### src/rtl/mask_rd_arb.sv
`timescale 1ns/1ps
`default_nettype none
// ============================================================================
// Module   : mask_rd_arb
// Purpose  : Two-requester round-robin burst read arbiter for the pattern
//            memory. Accepts one burst at a time and issues one read per
//            cycle. Each returned word goes back to the requester that owns
//            the burst, one cycle after its read.
// Revision : 1.0 - initial release
// ============================================================================
module mask_rd_arb #(
  parameter int ADDR_W = 16,
  parameter int DATA_W = 64,
  parameter int LEN_W  = 8
) (
  input  logic              clk,
  input  logic              rst_n,
  input  logic              req0_valid,
  output logic              req0_ready,
  input  logic [ADDR_W-1:0] req0_addr,
  input  logic [LEN_W-1:0]  req0_len,
  input  logic              req1_valid,
  output logic              req1_ready,
  input  logic [ADDR_W-1:0] req1_addr,
  input  logic [LEN_W-1:0]  req1_len,
  output logic              ren,
  output logic [ADDR_W-1:0] raddr,
  input  logic [DATA_W-1:0] dout,
  output logic              rsp0_valid,
  output logic [DATA_W-1:0] rsp0_data,
  output logic              rsp0_last,
  output logic              rsp1_valid,
  output logic [DATA_W-1:0] rsp1_data,
  output logic              rsp1_last,
  output logic              busy
);

  typedef enum logic [0:0] {
    IDLE  = 1'b0,
    BURST = 1'b1
  } state_t;

  state_t            state_q, state_d;
  logic              rr_q, rr_d;              // requester favoured on a tie
  logic              owner_q, owner_d;        // requester owning the burst
  logic [ADDR_W-1:0] start_q, start_d;        // latched burst start address
  logic [LEN_W-1:0]  len_q, len_d;            // latched beats minus one
  logic [LEN_W-1:0]  beat_q, beat_d;          // index of the read being issued
  logic              rsp_valid_q, rsp_valid_d; // a read was issued last cycle
  logic              rsp_last_q, rsp_last_d;   // that read was the final one
  logic              rsp_owner_q, rsp_owner_d; // who that read belongs to

  logic              grant0;
  logic              grant1;

  // Arbitration: only in IDLE; on a tie the round-robin pointer decides.
  always_comb begin
    grant0 = 1'b0;
    grant1 = 1'b0;
    if (state_q == IDLE) begin
      if (req0_valid && (!req1_valid || !rr_q)) begin
        grant0 = 1'b1;
      end else if (req1_valid) begin
        grant1 = 1'b1;
      end
    end
  end

  // Ready is gated by rst_n at the output only, so reset never feeds a flop D input.
  assign req0_ready = grant0 && rst_n;
  assign req1_ready = grant1 && rst_n;

  // Next-state, burst sequencing and memory read interface.
  always_comb begin
    state_d     = state_q;
    rr_d        = rr_q;
    owner_d     = owner_q;
    start_d     = start_q;
    len_d       = len_q;
    beat_d      = beat_q;
    rsp_valid_d = 1'b0;
    rsp_last_d  = 1'b0;
    rsp_owner_d = owner_q;
    ren         = 1'b0;
    raddr       = '0;
    case (state_q)
      IDLE: begin
        if (grant0 || grant1) begin
          start_d = grant1 ? req1_addr : req0_addr;
          len_d   = grant1 ? req1_len  : req0_len;
          owner_d = grant1;
          beat_d  = '0;
          state_d = BURST;
        end
      end
      BURST: begin
        ren         = 1'b1;
        raddr       = start_q + ADDR_W'(beat_q);
        rsp_valid_d = 1'b1;
        rsp_last_d  = (beat_q == len_q);
        if (beat_q == len_q) begin
          state_d = IDLE;
          rr_d    = ~owner_q;
          beat_d  = '0;
        end else begin
          beat_d  = beat_q + LEN_W'(1);
        end
      end
      default: begin
        state_d = IDLE;
      end
    endcase
  end

  // State and pipeline registers; reset aborts any burst and drops in-flight beats.
  always_ff @(posedge clk or negedge rst_n) begin
    if (!rst_n) begin
      state_q     <= IDLE;
      rr_q        <= 1'b0;
      owner_q     <= 1'b0;
      start_q     <= '0;
      len_q       <= '0;
      beat_q      <= '0;
      rsp_valid_q <= 1'b0;
      rsp_last_q  <= 1'b0;
      rsp_owner_q <= 1'b0;
    end else begin
      state_q     <= state_d;
      rr_q        <= rr_d;
      owner_q     <= owner_d;
      start_q     <= start_d;
      len_q       <= len_d;
      beat_q      <= beat_d;
      rsp_valid_q <= rsp_valid_d;
      rsp_last_q  <= rsp_last_d;
      rsp_owner_q <= rsp_owner_d;
    end
  end

  // Route the returning word to the owner; non-owner outputs stay at zero.
  always_comb begin
    rsp0_valid = rsp_valid_q && !rsp_owner_q;
    rsp1_valid = rsp_valid_q &&  rsp_owner_q;
    rsp0_last  = rsp_last_q  && !rsp_owner_q;
    rsp1_last  = rsp_last_q  &&  rsp_owner_q;
    rsp0_data  = rsp0_valid ? dout : '0;
    rsp1_data  = rsp1_valid ? dout : '0;
    busy       = (state_q == BURST) || rsp_valid_q;
  end

endmodule
`default_nettype wire

### config.mk
export PLATFORM = sky130hd
export DESIGN_NAME = mask_rd_arb
export DESIGN_NICKNAME = d
export VERILOG_FILES = /design/src/rtl/mask_rd_arb.sv
export SDC_FILE = /design/constraint.sdc
export NUM_CORES = 1
export LEC_CHECK = 0
export CAP_MARGIN = 20
export CELL_PAD_IN_SITES_DETAIL_PLACEMENT = 1
export CELL_PAD_IN_SITES_GLOBAL_PLACEMENT = 2
export CORE_MARGIN = 4
export CORE_UTILIZATION = 34
export CTS_BUF_LIST = sky130_fd_sc_hd__clkbuf_4 sky130_fd_sc_hd__clkbuf_8 sky130_fd_sc_hd__clkbuf_16
export DETAILED_ROUTE_END_ITERATION = 10
export DONT_BUFFER_PORTS = 1
export PLACE_DENSITY = 0.95
export SYNTH_ARGS = -nofsm -noshare
export SYNTH_HDL_FRONTEND = slang
export SYNTH_SLANG_ARGS = --single-unit
### constraint.sdc
create_clock -name clk -period 6.9 [get_ports clk]
set_clock_uncertainty 0.1 [all_clocks]
set_input_delay 0.345 -clock clk [delete_from_list [all_inputs] [get_ports clk]]
set_output_delay 0.345 -clock clk [all_outputs]
set_load 0.02 [all_outputs]
==> flow_metrics.py, run 1 <==
metrics = {
    "run_status": {
        "status": "finished clean",
    },
    "floorplanning": {
        "num_rows": 35,
        "design.die.area_um2": 11000,
        "dieHeight_um": 105,
        "dieWidth_um": 105,
        "num_io_pins": 268,
        "core_area_um2": 9200,
        "initial_core_util_pct": 34.7,
    },
    "sta": {
        "hold_violations": 0,
        "period_needed_ns": 3.32,
        "slew_headroom_pct": 37.0,
        "fmax_mhz": 301,
        "worst_slew_pin_slew_ns": 0.939,
        "rsz0062_at_grt": "no",
        "setup_tns_ns": 0,
        "setup_violations": 0,
        "post-route-period-util_pct": 48.1,
        "slew_viol_final": 0,
        "final.setup.worst_slack_ns": 3.58,
    },
    "place": {
        "place_hpwl_um": 10600,
        "portBuffers": 0,
        "preCtsSetupSlack_ns": 3.90,
        "gp_congestion": 0.860,
        "place_inst": 479,
        "dpl_cell_area_um2": 3240,
    },
    "synth": {
        "synth_edf_count": 0,
        "synthTopCellsByArea": "dfrtp_1, and2_1, and3_1, a222oi_1, inv_1",
        "syn_inst": 396,
        "synthArstFlopShare_pct": 100,
        "synth_top_area_share_pct": 29.8,
        "syn-num-nets": 522,
        "syn_avg_cell_area_um2": 8.05,
        "yosysSeqAreaShare_pct": 29.8,
        "synth_flop_cell": "dfrtp_1",
        "ys_warn_count": 0,
        "synth_cell_types": 42,
        "ys_seq_elements": 38,
        "synth.largest_area_cell": "dfrtp_1",
        "netlist_area_um2": 3190,
    },
    "clock_tree": {
        "cts_buffers": 5,
        "clockBufferDepth": 2,
        "htreeDepth": 2,
        "clk_pin_slew_ns": 0.08,
        "root_buffer": "clkbuf_8",
        "cts.sinks": 38,
        "cts_tree": "built",
        "clk_latency_ns": 0.29,
        "post_cts_buffers": 0,
    },
    "power": {
        "p_per_area_nw_per_um2": 128,
        "p_int_uw": 318,
        "p_clk_share_pct": 37.8,
        "p_total_uw": 435,
        "peakVddDrop_mv": 0.0877,
        "power_switching_uw": 117,
        "swShare_pct": 26.9,
        "p_seq_share_pct": 51.1,
        "leakage_nw": 1.83,
        "power.share.combinational_pct": 11.1,
    },
    "min_path": {
        "hold_path_class": "in2reg",
        "hp-start": "req0_addr[11]",
    },
    "drt": {
        "wl_um": 13200,
        "vias": 3030,
        "drc": 0,
        "routed_via_density": 6.17,
        "final_antenna_net_count": 0,
        "drtIter0Drc": 308,
        "wl_per_cell_um": 26.9,
        "firstDrtPassIters": 8,
    },
    "final_layout": {
        "seqCellArea_um2": 952,
        "multi_input_area_um2": 2010,
        "largestRegisters": "start_q: 16 flops, beat_q: 8 flops, len_q: 8 flops",
        "largest_register_ff_count": 16,
        "area_delta_synth_final_pct": 6.83,
        "finalNonFillerCells": 491,
        "drive_gt1_share_pct": 6.84,
        "num-fill-cells": 1115,
        "final_cell_area_um2": 3400,
        "layout_commonest_cell": "and2_1",
        "largest_register": "start_q",
        "n_antenna_cell": 0,
        "final_nets": 505,
        "final_cell_mix": "and2_1, and3_1, dfrtp_1, inv_1, a222oi_1",
    },
    "global_route": {
        "grt.overflow.total": 0,
        "antenna_found_initial": 0,
        "track_usage_pct": 22.7,
        "grt_pass1_wl_um": 19500,
        "grt_pass1_vias": 3052,
        "grt_max_degree": 69,
    },
    "critical_path": {
        "r2r-start": "beat_q[3]",
        "cp.required_ns": 6.45,
        "cp_slowest_cell": "dfrtp_1",
        "crit_path_cell_trace": "ha_1 -> inv_1 -> fa_1 -> and2b_1 -> o2111ai_1 -> nor4b_2 -> or3_1 -> a21oi_1",
        "crit_type": "reg2out",
        "max_stage_delay_ns": 0.45,
        "start_kind": "flop",
        "arrival_ns": 2.88,
        "cp-end-kind": "output pin",
        "startpoint": "beat_q[0]",
        "cp_max_fo": 6,
    },
    "job": {
        "maxCapViolCount": 0,
    },
}
[worst max-delay path, delay by kind of cell (launching register included)]
kind | cells | cell delay (ns)
and+or+nand+nor | 3 | 0.85
adders and majority gates | 2 | 0.62
AOI/OAI and AO/OA | 2 | 0.59
DFF | 1 | 0.45
buffers and inverters | 1 | 0.07
[final timing paths]
path | endpoint | slack (ns) | cells after the start
setup / recovery | raddr[12] | 3.58 | 8
hold / removal | start_q[11] | 0.09 | 2
setup reg to reg | beat_q[4] | 4.61 | 5
hold reg to reg | rsp_owner_q | 0.31 | 0
max in group asynchronous | rsp_owner_q | 6.07 | 2
min in group asynchronous | start_q[8] | 0.42 | 2
[repair_timing]
action | CTS | global route
hold buffers | 2 | 0
endpoints found under the hold margin | 38 | 0
gates resized for setup | 0 | 0
[power by group through the flow]
| stage | clock (mW) | combinational [mW] | sequential (mW) |
|---|---|---|---|
| detailed placement | 0 | 0.0425 | 0.227 |
| CTS | 0.169 | 0.0489 | 0.222 |
| finish | 0.165 | 0.0482 | 0.223 |
| global route | 0.181 | 0.0503 | 0.222 |
| global placement | 0 | 0.0426 | 0.227 |
| floorplan | 0 | 0.0395 | 0.227 |
[layer usage]
| metal | track usage, % | vias up | routed length (um) |
|---|---|---|---|
| met1 | 30.4 | 1495 | 5580 |
| li1 | - | 1358 | - |
| met4 | 4.31 | 0 | 180 |
| met5 | 0 | - | 0 |
| met2 | 35.7 | 166 | 6110 |
| met3 | 8.03 | 11 | 1330 |
[final cells by class]
class                      instances  area share, %
multi-input combinational        295           59.1
tap                              111           4.08
inverter                          32           3.53
clock inverter                     1          0.147
clock buffer                       7           2.65
sequential                        38           28.0
timing repair buffer               7           2.57
[Yosys cell counts, types with 2 or more instances]
cell type / n
and2_1: 69
and3_1: 68
dfrtp_1: 38
inv_1: 32
clkbuf_1: 27
a222oi_1: 24
nand2_1: 15
nor2_1: 14
xnor2_1: 13
a21oi_1: 12
o21ai_0: 10
ha_1: 9
o21ai_1: 7
nor3_1: 6
or3_1: 6
a21o_1: 5
nand3_1: 5
nand4_1: 4
buf_2: 3
nor3b_1: 3
xor2_1: 3
and2b_1: 2
nor2b_1: 2
[cells by family after synthesis]
family,count (synthesis),synth area share (%)
multiplexers,1,0.314
flip-flops,38,29.8
buffers and inverters,63,7.54
AND/OR/NAND/NOR,201,37.4
AO/OA/AOI/OAI,67,16.4
XOR/XNOR,16,4.40
adder cells (fa/ha/maj),10,4.16
[through the flow]
step / hold WS [ns] / util [%]
global placement: -0.0495 / 35.3
floorplan: -0.0506 / -
finish: 0.0850 / 37.0
CTS: 0.0774 / 36.6
detailed placement: -0.0499 / 35.3
global route: 0.0706 / 37.0
No activity file was read; power rests on OpenSTA's default activity.
==> inputs of run 2 (changes only) <==
--- a/config.mk
+++ b/config.mk
@@ -5,15 +5,16 @@
 export SDC_FILE = /design/constraint.sdc
 export NUM_CORES = 1
 export LEC_CHECK = 0
+export ABC_AREA = 1
 export CAP_MARGIN = 20
 export CELL_PAD_IN_SITES_DETAIL_PLACEMENT = 1
 export CELL_PAD_IN_SITES_GLOBAL_PLACEMENT = 2
 export CORE_MARGIN = 4
-export CORE_UTILIZATION = 34
+export CORE_UTILIZATION = 28
 export CTS_BUF_LIST = sky130_fd_sc_hd__clkbuf_4 sky130_fd_sc_hd__clkbuf_8 sky130_fd_sc_hd__clkbuf_16
 export DETAILED_ROUTE_END_ITERATION = 10
 export DONT_BUFFER_PORTS = 1
-export PLACE_DENSITY = 0.95
+export PLACE_DENSITY = 0.91
 export SYNTH_ARGS = -nofsm -noshare
 export SYNTH_HDL_FRONTEND = slang
 export SYNTH_SLANG_ARGS = --single-unit
==> constraint.sdc (replaced) <==
create_clock -name clk -period 3.2 [get_ports clk]
set_clock_uncertainty 0.1 [all_clocks]
set_input_delay 0.16 -clock clk [delete_from_list [all_inputs] [get_ports clk]]
set_output_delay 0.16 -clock clk [all_outputs]
set_load 0.02 [all_outputs]
==> run 2 against run 1 <==
The run now ends with negative hold slack left. Critical path depth up 2. Core utilization down 3.1 points. Critical endpoint unchanged. Total power rose to 2.5 times the previous value. Die area up 25%. Sequential power up 120%. Clock-buffer cell count down 2. Hold slack worse by 0.092 ns.
==> flow_metrics.py, run 2 <==
metrics = {
    "floorplanning": {
        "initial_core_util_pct": 29.0,
        "dieWidth_um": 117,
        "core_area_um2": 11600,
        "dieHeight_um": 117,
        "design.die.area_um2": 13800,
        "num_io_pins": 268,
        "num_rows": 39,
    },
    "synth": {
        "synth_edf_count": 0,
        "synth.largest_area_cell": "dfrtp_1",
        "netlist_area_um2": 3350,
        "syn_avg_cell_area_um2": 5.78,
        "synth_flop_cell": "dfrtp_1",
        "ys_seq_elements": 38,
        "synthTopCellsByArea": "dfrtp_1, nor2_1, inv_1, nand2_1, o21ai_0",
        "synthArstFlopShare_pct": 100,
        "yosysMostFrequentCell": "nor2_1",
        "synth_cell_types": 29,
        "syn-num-nets": 705,
        "synth_top_area_share_pct": 28.4,
        "synth.top_cells.by_count": "nor2_1, inv_1, nand2_1",
        "ys_warn_count": 0,
        "syn_inst": 579,
        "yosysSeqAreaShare_pct": 28.4,
    },
    "clock_tree": {
        "htreeDepth": 2,
        "clockBufferDepth": 2,
        "cts.sinks": 38,
        "cts_buffers": 5,
        "cts.repair.resized": 0,
        "clk_pin_slew_ns": 0.06,
        "cts_tree": "built",
        "clk_latency_ns": 0.28,
        "root_buffer": "clkbuf_16",
    },
    "power": {
        "p_per_area_nw_per_um2": 282,
        "leakage_nw": 2.19,
        "peakVddDrop_mv": 0.224,
    },
    "drt": {
        "routed_via_density": 5.03,
        "firstDrtPassIters": 4,
        "final_antenna_net_count": 0,
        "vias": 3719,
        "drtIter0Drc": 179,
        "drc": 0,
        "wl_per_cell_um": 20.0,
        "wl_um": 14800,
    },
    "final_layout": {
        "final_nets": 723,
        "area_delta_synth_final_pct": 17.1,
        "largest_register_ff_count": 16,
        "num-fill-cells": 1509,
        "largest_register": "start_q",
        "n_antenna_cell": 0,
        "layout_commonest_cell": "nor2_1",
        "drive_gt1_share_pct": 3.52,
        "finalNonFillerCells": 740,
        "final_cell_mix": "nor2_1, inv_1, nand2_1, o21ai_0, dfrtp_1",
        "largestRegisters": "start_q: 16 flops, beat_q: 8 flops, len_q: 8 flops",
    },
    "critical_path": {
        "cp.required_ns": 2.94,
        "reg2reg_slack_ns": 0.67,
        "rr_worst_depth": 7,
        "start_kind": "flop",
        "cp-end-kind": "output pin",
        "startpoint": "beat_q[0]",
        "r2r-start": "state_q",
        "r2r-end": "start_q[7]",
        "crit_type": "reg2out",
        "cp_max_fo": 6,
        "arrival_ns": 2.29,
    },
    "global_route": {
        "grt.overflow.total": 0,
        "antenna_found_initial": 0,
        "track_usage_pct": 20.2,
        "grt_pass1_wl_um": 22200,
        "grt_max_degree": 66,
        "grt_pass1_vias": 3738,
    },
    "sta": {
        "worst_slew_pin_slew_ns": 0.986,
        "final.setup.worst_slack_ns": 0.649,
        "slew_viol_final": 0,
        "setup_violations": 0,
        "slew_headroom_pct": 34.3,
        "post-route-period-util_pct": 79.7,
        "period_needed_ns": 2.55,
        "hold_violations": 1,
        "fmax_mhz": 392,
        "setup_tns_ns": 0,
        "hold_ws_ns": -0.00723,
        "rsz0062_at_grt": "no",
    },
    "job": {
        "maxCapViolCount": 0,
    },
    "min_path": {
        "whs_path_depth": 2,
        "hp-start": "req1_len[7]",
        "min_to": "len_q[7]",
        "hold_path_class": "in2reg",
    },
    "run_status": {
        "status": "finished with violations",
        "violations": "negative hold slack",
    },
    "place": {
        "place_hpwl_um": 11900,
        "portBuffers": 0,
        "gp_congestion": 0.854,
        "preCtsSetupSlack_ns": 0.926,
        "place_inst": 700,
    },
}
## run 2: cell types whose count changed after synthesis, sizes merged, moves of 9 or more
| cell | delta |
|---|---|
| and3 | -68 |
| clkbuf | -12 |
| o22ai | +9 |
| nand2 | +76 |
| and2 | -68 |
| inv | +79 |
| nand3 | +15 |
| a222oi | -24 |
| o21ai | +36 |
| nor2 | +170 |
## run 2: cell type report
type | instances | area, um^2 | share of cell area [%]
multi-input cells | 406 | 1870 | 47.8
flip-flops and latches | 38 | 951 | 24.2
inverters | 111 | 419 | 10.7
repair buffers | 35 | 365 | 9.31
well taps | 143 | 179 | 4.56
clock buffers | 5 | 125 | 3.19
clock inverters | 2 | 10.0 | 0.255
## run 2: metal layers
layer  global-route usage [%]  share of wire (%)  vias to the layer above
met2                     31.6                 45                      178
li1                         -                  -                     1768
met1                     25.7                 43                     1750
met3                     7.56                9.4                       23
met5                        0                  0                        -
met4                     6.96                3.3                        0
## run 2: stage by stage
| stage | power [mW] | hold WS (ns) | util, % | cell area [um^2] |
|---|---|---|---|---|
| global placement | 0.605 | -0.234 | 29.7 | 3440 |
| floorplan | 0.589 | -0.236 | - | 3350 |
| detailed placement | 0.607 | -0.234 | 29.7 | 3440 |
| CTS | 1.12 | 0.00212 | 33.8 | 3900 |
| finish | 1.11 | -0.00723 | 33.9 | 3920 |
| global route | 1.15 | 0.00178 | 33.9 | 3920 |
## run 2: kinds of logic (layout without fill, tap and decap cells)
family                     count (synthesis)  count (layout)  synth area share (%)
and+or+nand+nor                          306             306                  36.5
buffers and inverters                    135             153                  15.7
AOI/OAI and AO/OA                         76              76                  11.7
DFF                                       38              38                  28.4
xor gates and xnor gates                  14              14                  3.66
adders and majority gates                 10              10                  3.96
## run 2: worst max-delay path by stage
stage               depth (start not counted)  slack [ns]             to
floorplan                                  10        1.18      raddr[12]
global placement                            3        1.01  rsp0_data[36]
detailed placement                         10        0.93      raddr[12]
CTS                                        10        0.61      raddr[12]
global route                               10        0.40      raddr[12]
finish                                     10        0.65      raddr[12]
## run 2: worst max-delay path, stage by stage, from the launching register on
cell and delay, ns:
dfrtp_1 0.44, ha_1 0.22, inv_1 0.06, fa_1 0.35, inv_1 0.11, nand3_1 0.08
nand3_1 0.15, nand3_1 0.12, nand3_1 0.11, nand2_1 0.05, nor2_1 0.31
## run 2: power by group
group          internal (mW)  total [mW]  leakage (nW)  switching [mW]
sequential             0.481       0.481         0.459               0
combinational         0.0379       0.152          1.66           0.114
clock                  0.281       0.475        0.0694           0.194
total                  0.800        1.11          2.19           0.308
## run 2: repair_timing
action,CTS,global route
endpoints found under the setup margin,0,0
endpoints found under the hold margin,58,0
hold buffers,32,0
setup buffers,0,0
==> inputs of run 3 (changes only) <==
==> constraint.sdc (replaced) <==
create_clock -name clk -period 2.4 [get_ports clk]
set_clock_uncertainty 0.1 [all_clocks]
set_input_delay 0.12 -clock clk [delete_from_list [all_inputs] [get_ports clk]]
set_output_delay 0.12 -clock clk [all_outputs]
set_load 0.02 [all_outputs]
==> run 3 against run 2 <==
Non-clock buffer count up 89. Via count is 11% higher. Worst setup slack lost 0.58 ns. Combinational power increased by 92%. Global-route usage increased by 2.1 points. Sequential power is 33% higher. Critical path depth up 1. Largest cell class unchanged. Sequential share of layout area down 4.1 points. Final cell count up 12%. Clock power grew 33%. The flow still finishes with violations (negative hold slack). First-iteration DRC count is 5.0% higher.
==> flow_metrics.py, run 3 (synthesis results as in run 2) <==
metrics = {
    "critical_path": {
        "reg2reg_slack_ns": 0.13,
        "cp-end-kind": "output pin",
        "critical_path_buf_inv_count": 3,
        "r2r-end": "len_q[6]",
        "cp_slowest_cell": "fa_1",
        "rr_worst_depth": 6,
        "crit_type": "reg2out",
        "r2r-start": "state_q",
        "cp.required_ns": 2.18,
        "crit_path_cell_trace": "ha_2 -> inv_1 -> fa_1 -> inv_2 -> nand3_1 -> nand3_2 -> nand3_1 -> nand3_1 -> nand2_1 -> nor2_2 -> buf_4",
        "startpoint": "start_q[0]",
        "start_kind": "flop",
        "crit_family": "adder cells",
        "arrival_ns": 2.11,
        "cp_common_cell": "nand3_1",
        "cp_max_fo": 4,
        "max_stage_delay_ns": 0.39,
    },
    "clock_tree": {
        "clk_pin_slew_ns": 0.06,
        "cts_tree": "built",
        "root_buffer": "clkbuf_16",
        "clk_latency_ns": 0.28,
        "cts_buffers": 5,
        "clockBufferDepth": 2,
        "htreeDepth": 2,
        "cts.sinks": 38,
    },
    "min_path": {
        "hp-start": "req1_addr[1]",
        "whs_path_depth": 2,
        "min_to": "start_q[1]",
        "hold_path_class": "in2reg",
    },
    "final_layout": {
        "final_cell_area_um2": 4750,
        "n_antenna_cell": 0,
        "largest_register": "start_q",
        "finalNonFillerCells": 829,
        "largest_register_ff_count": 16,
        "largestRegisters": "start_q: 16 flops, beat_q: 8 flops, len_q: 8 flops",
        "drive_gt1_share_pct": 16.6,
        "area_delta_synth_final_pct": 41.8,
        "final_cell_mix": "nor2_1, inv_1, nand2_1, buf_4, dlygate4sd3_1",
        "layout_commonest_cell": "nor2_1",
        "post-route-util_pct": 41.1,
        "num-fill-cells": 1535,
        "final_nets": 812,
    },
    "place": {
        "place_inst": 774,
        "portBuffers": 0,
        "place_hpwl_um": 12500,
        "dpl_cell_area_um2": 4020,
        "gp_congestion": 0.917,
    },
    "floorplanning": {
        "num_io_pins": 268,
        "dieHeight_um": 117,
        "dieWidth_um": 117,
        "design.die.area_um2": 13800,
        "initial_core_util_pct": 29.0,
        "num_rows": 39,
        "core_area_um2": 11600,
    },
    "sta": {
        "fmax_mhz": 430,
        "slew_viol_final": 0,
        "period_needed_ns": 2.33,
        "worst_slew_pin_slew_ns": 0.712,
        "setup_violations": 0,
        "slew_headroom_pct": 52.4,
        "hold_ws_ns": -0.00713,
        "post-route-period-util_pct": 97.0,
        "rsz0062_at_grt": "yes",
        "hold_violations": 1,
    },
    "power": {
        "p_per_area_nw_per_um2": 330,
        "peakVddDrop_mv": 0.230,
        "p_total_mw": 1.57,
        "leakage_nw": 2.61,
    },
    "global_route": {
        "grt_pass1_vias": 4274,
        "grt_pass1_wl_um": 24700,
        "grt_max_degree": 66,
        "track_usage_pct": 22.4,
        "antenna_found_initial": 0,
        "grt.overflow.total": 0,
    },
    "drt": {
        "vias": 4126,
        "firstDrtPassIters": 4,
        "wl_per_cell_um": 19.6,
        "final_antenna_net_count": 0,
        "routed_via_density": 4.98,
        "drtIter0Drc": 188,
        "drc": 0,
        "wl_um": 16300,
    },
    "run_status": {
        "violations": "negative hold slack",
        "status": "finished with violations",
    },
    "job": {
        "maxCapViolCount": 0,
    },
}
run 3: per-layer routing:
layer | wire length (um) | vias up | global-route usage [%]
met5 | 0 | - | 0
met4 | 431 | 0 | 5.94
met3 | 1460 | 22 | 7.94
met2 | 8010 | 178 | 37.8
met1 | 6350 | 1971 | 27.2
li1 | - | 1955 | -
run 3: where the power goes:
part	switching (mW)	internal [mW]	total, mW
Sequential	0	0.641	0.641
Clock	0.259	0.375	0.634
Combinational	0.169	0.123	0.292
Total	0.428	1.14	1.57
run 3: timing repair:
action | in CTS | in global routing
hold endpoints to repair | 62 | 1
resized for setup | 4 | 22
endpoints found under the setup margin | 6 | 30
pin swaps | 0 | 1
hold buffers | 46 | 1
buffers inserted | 1 | 0
run 3: how the worst max path moves through the flow:
| stage | endpoint | slack [ns] | depth (start not counted) |
|---|---|---|---|
| 2_1_floorplan | raddr[12] | 0.42 | 10 |
| 3_3_place_gp | raddr[8] | 0.31 | 10 |
| 3_5_place_dp | raddr[8] | 0.19 | 10 |
| 4_1_cts | raddr[11] | 0.04 | 7 |
| 5_1_grt | raddr[5] | -0.02 | 7 |
| 6_report | raddr[12] | 0.07 | 11 |
run 3: layout make-up:
type | instances | area (um^2) | area share (%)
flip-flops and latches | 38 | 956 | 20.1
well taps | 143 | 179 | 3.77
inverters | 111 | 422 | 8.88
multi-input cells | 406 | 1970 | 41.6
clock buffers | 5 | 125 | 2.64
clock inverters | 2 | 10.0 | 0.211
repair buffers | 124 | 1080 | 22.8
run 3: through the flow:
stage | worst slack [ns] | TNS [ns]
floorplan | 0.418 | 0
global placement | 0.306 | 0
detailed placement | 0.191 | 0
CTS | 0.0383 | 0
global route | -0.0229 | -0.0721
finish | 0.0724 | 0
